## src/rtl/jogador_automatico_pkg.sv

```systemverilog
// Shared definitions for the automatic player: FSM state codes, timing
// defaults, index/button widths and small helper functions.
package jogador_automatico_pkg;

    localparam int IDX_W        = 4;   // play index width (16-entry table)
    localparam int BTN_W        = 4;   // one-hot button vector width
    localparam int HOLD_DEFAULT = 10;  // cycles a press is held
    localparam int GAP_DEFAULT  = 10;  // cycles of released buttons after a press

    typedef enum logic [3:0] {
        INICIAL   = 4'd0,
        PREPARA   = 4'd1,
        PRESSIONA = 4'd2,
        SOLTA     = 4'd3,
        PROXIMA   = 4'd4,
        FIM       = 4'd5
    } estado_t;

    // Timer counts 0..max(hold,gap)-1, so ceil(log2(max)) bits suffice.
    function automatic int timer_width(input int hold, input int gap);
        int m;
        m = (hold > gap) ? hold : gap;
        return (m > 1) ? $clog2(m) : 1;
    endfunction

    // Rotating a one-hot vector keeps it one-hot and always changes it.
    function automatic logic [BTN_W-1:0] rotl1(input logic [BTN_W-1:0] v);
        return {v[BTN_W-2:0], v[BTN_W-1]};
    endfunction

endpackage

```

## src/rtl/jogador_automatico_rom.sv

```systemverilog
// Fixed 16x4 table of plays, one one-hot button pattern per index.
module rom_jogadas_16x4
    import jogador_automatico_pkg::*;
(
    input  logic [IDX_W-1:0] endereco,
    output logic [BTN_W-1:0] dado
);

    // Combinational table lookup
    always_comb begin
        // NOTE: assigning a default before the case guarantees every path
        // drives the output, so no latch can be inferred.
        dado = '0;
        case (endereco)
            4'd0:  dado = 4'b0001;
            4'd1:  dado = 4'b0010;
            4'd2:  dado = 4'b0100;
            4'd3:  dado = 4'b1000;
            4'd4:  dado = 4'b0100;
            4'd5:  dado = 4'b0010;
            4'd6:  dado = 4'b0001;
            4'd7:  dado = 4'b0001;
            4'd8:  dado = 4'b0010;
            4'd9:  dado = 4'b0010;
            4'd10: dado = 4'b0100;
            4'd11: dado = 4'b0100;
            4'd12: dado = 4'b1000;
            4'd13: dado = 4'b1000;
            4'd14: dado = 4'b0001;
            4'd15: dado = 4'b0100;
            default: dado = '0;
        endcase
    end

endmodule

```

## src/rtl/jogador_automatico.sv

```systemverilog
// Automatic player: replays plays 0..rodada from the table as timed button
// presses (HOLD cycles pressed, GAP cycles released, one cycle to advance),
// optionally corrupting the last play, and pulses pronto when done.
module jogador_automatico
    import jogador_automatico_pkg::*;
#(
    parameter int HOLD = HOLD_DEFAULT,
    parameter int GAP  = GAP_DEFAULT
) (
    input  logic             clock,
    input  logic             reset,
    input  logic             iniciar,
    input  logic [IDX_W-1:0] rodada,
    input  logic             errar,
    output logic [BTN_W-1:0] botoes,
    output logic             pronto,
    output logic [3:0]       db_estado
);

    localparam int TIMER_W = timer_width(HOLD, GAP);
    localparam logic [TIMER_W-1:0] HOLD_LAST = TIMER_W'(HOLD - 1);
    localparam logic [TIMER_W-1:0] GAP_LAST  = TIMER_W'(GAP - 1);

    estado_t            estado;
    logic [IDX_W-1:0]   j;
    logic [TIMER_W-1:0] timer;
    logic [IDX_W-1:0]   rodada_l;
    logic               errar_l;
    logic [BTN_W-1:0]   jogada;

    rom_jogadas_16x4 u_rom (
        .endereco (j),
        .dado     (jogada)
    );

    // Round sequencer: state, play index, phase timer and latched round setup
    always_ff @(posedge clock or posedge reset) begin
        // NOTE: every sequential register is updated with <= so all of them
        // see pre-edge values; reset clears all control state asynchronously.
        if (reset) begin
            estado   <= INICIAL;
            j        <= '0;
            timer    <= '0;
            rodada_l <= '0;
            errar_l  <= 1'b0;
        end else begin
            case (estado)
                INICIAL: begin
                    if (iniciar) begin
                        rodada_l <= rodada;
                        errar_l  <= errar;
                        estado   <= PREPARA;
                    end
                end
                PREPARA: begin
                    j      <= '0;
                    timer  <= '0;
                    estado <= PRESSIONA;
                end
                PRESSIONA: begin
                    if (timer == HOLD_LAST) begin
                        timer  <= '0;
                        estado <= SOLTA;
                    end else begin
                        timer <= timer + TIMER_W'(1);
                    end
                end
                SOLTA: begin
                    if (timer == GAP_LAST) begin
                        timer  <= '0;
                        estado <= PROXIMA;
                    end else begin
                        timer <= timer + TIMER_W'(1);
                    end
                end
                PROXIMA: begin
                    // Compare before incrementing so j never wraps past 15.
                    if (j == rodada_l) begin
                        estado <= FIM;
                    end else begin
                        j      <= j + IDX_W'(1);
                        estado <= PRESSIONA;
                    end
                end
                FIM: begin
                    estado <= INICIAL;
                end
                default: begin
                    estado <= INICIAL;
                end
            endcase
        end
    end

    // Moore output decode from registered state and index
    always_comb begin
        botoes    = '0;
        pronto    = 1'b0;
        db_estado = estado;
        case (estado)
            PRESSIONA: begin
                if (errar_l && (j == rodada_l)) begin
                    botoes = rotl1(jogada);
                end else begin
                    botoes = jogada;
                end
            end
            FIM: begin
                pronto = 1'b1;
            end
            default: begin
            end
        endcase
    end

endmodule

```

## config.mk

```make
export PLATFORM = sky130hd
export DESIGN_NAME = jogador_automatico
export DESIGN_NICKNAME = d
export VERILOG_FILES = /design/src/rtl/jogador_automatico_pkg.sv /design/src/rtl/jogador_automatico_rom.sv /design/src/rtl/jogador_automatico.sv
export SDC_FILE = /design/constraint.sdc
export NUM_CORES = 1
export LEC_CHECK = 0
export BUFFER_PORTS_ARGS = -buffer_cell sky130_fd_sc_hd__buf_4
export CAP_MARGIN = 5
export CELL_PAD_IN_SITES_DETAIL_PLACEMENT = 0
export CELL_PAD_IN_SITES_GLOBAL_PLACEMENT = 1
export CORE_MARGIN = 2
export CORE_UTILIZATION = 35
export CTS_BUF_LIST = sky130_fd_sc_hd__clkbuf_2 sky130_fd_sc_hd__clkbuf_4 sky130_fd_sc_hd__clkbuf_8
export DETAILED_ROUTE_END_ITERATION = 7
export PLACE_DENSITY = 0.67
export SLEW_MARGIN = 5
export SYNTH_ARGS = -nofsm -noshare
export SYNTH_HDL_FRONTEND = slang
export SYNTH_SLANG_ARGS = --single-unit
```

## constraint.sdc

```tcl
create_clock -name clock -period 1.45 [get_ports clock]
set_input_delay 0.145 -clock clock [delete_from_list [all_inputs] [get_ports clock]]
set_output_delay 0.145 -clock clock [all_outputs]
set_load 0.02 [all_outputs]
```

==> impl_metrics.tcl <==
set metrics [dict create \
    finalInstanceArea_um2 1734 \
    yosys_warnings 0 \
    critPathKind "register to output pin" \
    postRouteAntennaNets 0 \
    antenna_found_initial 0 \
    insertion_delay_ps 280 \
    cts_tree "yes" \
    first_pass_iters 3 \
    use_met3_pct 2.597 \
    clock-sinks 16 \
    yosysTopAreaCellShare_pct 36.53 \
    leakage_nw 0.7620 \
    grt_pass1_vias 892 \
    wl_per_cell_um 12.42 \
    r2r_cells 7 \
    ys.flop_type "dfrtp_1" \
    io_buffer_count 15 \
    row_count 20 \
    clock-root-buffer "clkbuf_4" \
    diodes 0 \
    drtIter0Drc 31 \
    worstPathRequired_ps 1310 \
    routed_wl_um 2359 \
    drive_gt1_share_pct 61.64 \
    start_kind "register" \
    grt_busiest_layer "met2" \
    grt_max_degree 17 \
    worstMarginPinSlew_ps 633.9 \
    critPathMaxFanout 6 \
    grt_pass1_wl_um 3981 \
    status "finished with violations" \
    routed_via_density 4.653 \
    crit_arrival_ps 1850 \
    peakVddDrop_uv 838.8 \
    place_area_um2 1511 \
    ioPinCount 17 \
    r2r-end "j[3]$_DFFE_PP0P_" \
    grt_overflow 0 \
    hold_path_end "rodada_l[0]$_DFFE_PP0P_" \
    clockBufferDepth 2 \
    hold_path_class "primary input to register" \
    synthToLayoutAreaGrowth_pct 58.22 \
    synth-seq-cells 16 \
    postSynthAreaPerCell_um2 10.54 \
    timing.fmax_mhz 501.0 \
    die_x_um 59.96 \
    fp.coreArea_um2 3028 \
    globalRouteMet1Util_pct 20.19 \
    cap_violations 0 \
    holdPathStages 2 \
    worstHoldStart "rodada[0]" \
    finalHoldViolCount 0 \
    finalCriticalPeriod_ps 1996 \
    cts_max_level 1 \
    nets 162 \
    ys_seq_area_share_pct 36.53 \
    pre_cts_ws_ps -289.7 \
    period_share_pct 137.7 \
    fillers 255 \
    async_flop_share_pct 100.0 \
    start_util_pct 36.20 \
    synth_area_leader_cell "dfrtp_1" \
    fin_ws_ps -546.0 \
    timing.hold.ws_ps 88.76 \
    dieArea_um2 3595 \
    cp-end-kind "output pin" \
    synth_area_um2 1096 \
    post-dp-hpwl_um 1775 \
    yosys.cell_types.count 34 \
    r2r_slack_ps -210 \
    powerDensity_nw_per_um2 1851 \
    gp_congestion 0.7482 \
    drc_errors 0 \
    finalClockSkew_ps 6.538 \
    failed_checks "setup timing" \
    met2_usage_pct 24.07 \
    grt_usage_pct 15.16 \
    rsz0062_at_grt "true" \
    r2r_start "j[3]$_DFFE_PP0P_" \
    setup_violations 9 \
    synth_edf_count 0 \
    synth_cells 104 \
    yosys-top-cells-area "dfrtp_1 37%, ha_1 8.0%, mux2i_1 6.4%" \
    die_h_um 59.96 \
    numCtsBuffers 3 \
    cts.clk_slew.worst_paths_ps 90 \
    relSlewSlack_pct 57.69 \
    route.vias.total 884 \
    slew_violations 0 \
    syn_nets 119 \
]
-- cell families (layout without fill, tap and decap cells) --
kind of cell | count (synthesis) | after routing | share of synthesized area, %
flops | 16 | 16 | 36.53
other cells | 1 | 1 | 0.3421
fa+ha+maj | 7 | 7 | 7.991
simple gates | 35 | 35 | 20.09
compound gates | 15 | 15 | 10.73
mux | 14 | 14 | 14.95
xor+xnor | 4 | 4 | 3.196
buf+inv | 12 | 54 | 6.164
-- layer usage --
layer	part of all wire (%)	vias up	wire length (um)
li1	-	451	-
met1	50	417	1182
met2	46	14	1092
met3	2.8	2	65
met4	0.81	0	19
met5	0	-	0
-- cell type report --
type,count,area (um2),area share [%]
Clock buffer,4,36.28,2.092
Inverter,6,25.02,1.443
Multi-Input combinational cell,76,825.8,47.62
Sequential cell,16,409.1,23.59
Tap cell,44,55.05,3.175
Timing Repair Buffer,44,382.9,22.08
-- worst max path at each step --
| stage | cells after the start | end | slack [ps] | from |
|---|---|---|---|---|
| 3_5_place_dp | 7 | botoes[0] | -290 | j[0]$_DFFE_PP0P_ |
| 5_1_grt | 7 | botoes[2] | -620 | j[1]$_DFFE_PP0P_ |
| 2_1_floorplan | 5 | botoes[0] | -100 | j[3]$_DFFE_PP0P_ |
| 6_report | 7 | botoes[2] | -550 | j[1]$_DFFE_PP0P_ |
| 4_1_cts | 5 | botoes[1] | -570 | j[1]$_DFFE_PP0P_ |
| 3_3_place_gp | 7 | botoes[0] | -280 | j[0]$_DFFE_PP0P_ |
-- flip-flops by register name (all words and copies together), names as in the netlist --
register   flops
errar_l        1
timer          4
j              4
rodada_l       4
db_estado      3
-- through the flow --
step | util, % | TNS (ps) | std cells | total power [mW]
2_1_floorplan | - | -673.8 | 104 | 1.965
3_3_place_gp | 49.92 | -1707 | 178 | 2.494
3_5_place_dp | 49.92 | -1799 | 178 | 2.542
4_1_cts | 55.12 | -2920 | 186 | 3.092
5_1_grt | 57.27 | -3815 | 190 | 3.459
6_report | 57.27 | -2921 | 190 | 3.210
-- synth_stat cells, drive strengths merged, types with 2 or more instances --
master / instances
dfrtp: 16
mux2i: 7
nor2: 5
nand3: 5
nand2: 11
buf: 5
xor2: 4
inv: 6
nor4: 2
mux2: 6
nor3b: 4
nand3b: 2
o21ai: 8
ha: 7
-- worst max-delay path, stage by stage (launching register included) --
cell	delay (ps)
dfrtp_2	480
buf_6	130
inv_4	30
ha_4	140
mux4_2	470
nand2_4	110
mux2i_4	70
buf_6	130
-- power breakdown --
| part | internal [mW] | switching, mW |
|---|---|---|
| Combinational | 1.13 | 0.915 |
| Clock | 0.153 | 0.141 |
| Sequential | 0.631 | 0.241 |
| Total | 1.91 | 1.30 |
-- cells in the final DEF (no fill, tap or decap), drive strengths merged, types with 2 or more instances in the layout --
cell type  Yosys  routed
buf            5      43
clkbuf         1       4
dfrtp         16      16
ha             7       7
inv            6       6
mux2           6       6
mux2i          7       7
nand2         11      11
nand3          5       5
nand3b         2       2
nor2           5       5
nor3b          4       4
nor4           2       2
o21ai          8       8
xor2           4       4
-- repair_timing --
| action | CTS | global route |
|---|---|---|
| buffers inserted | 3 | 4 |
| hold buffers | 1 | 0 |
| hold endpoints to repair | 16 | 0 |
| pin swaps | 3 | 8 |
| gates resized for setup | 23 | 11 |
| setup endpoints to repair | 15 | 17 |
Power figures use the tool's default switching activity.
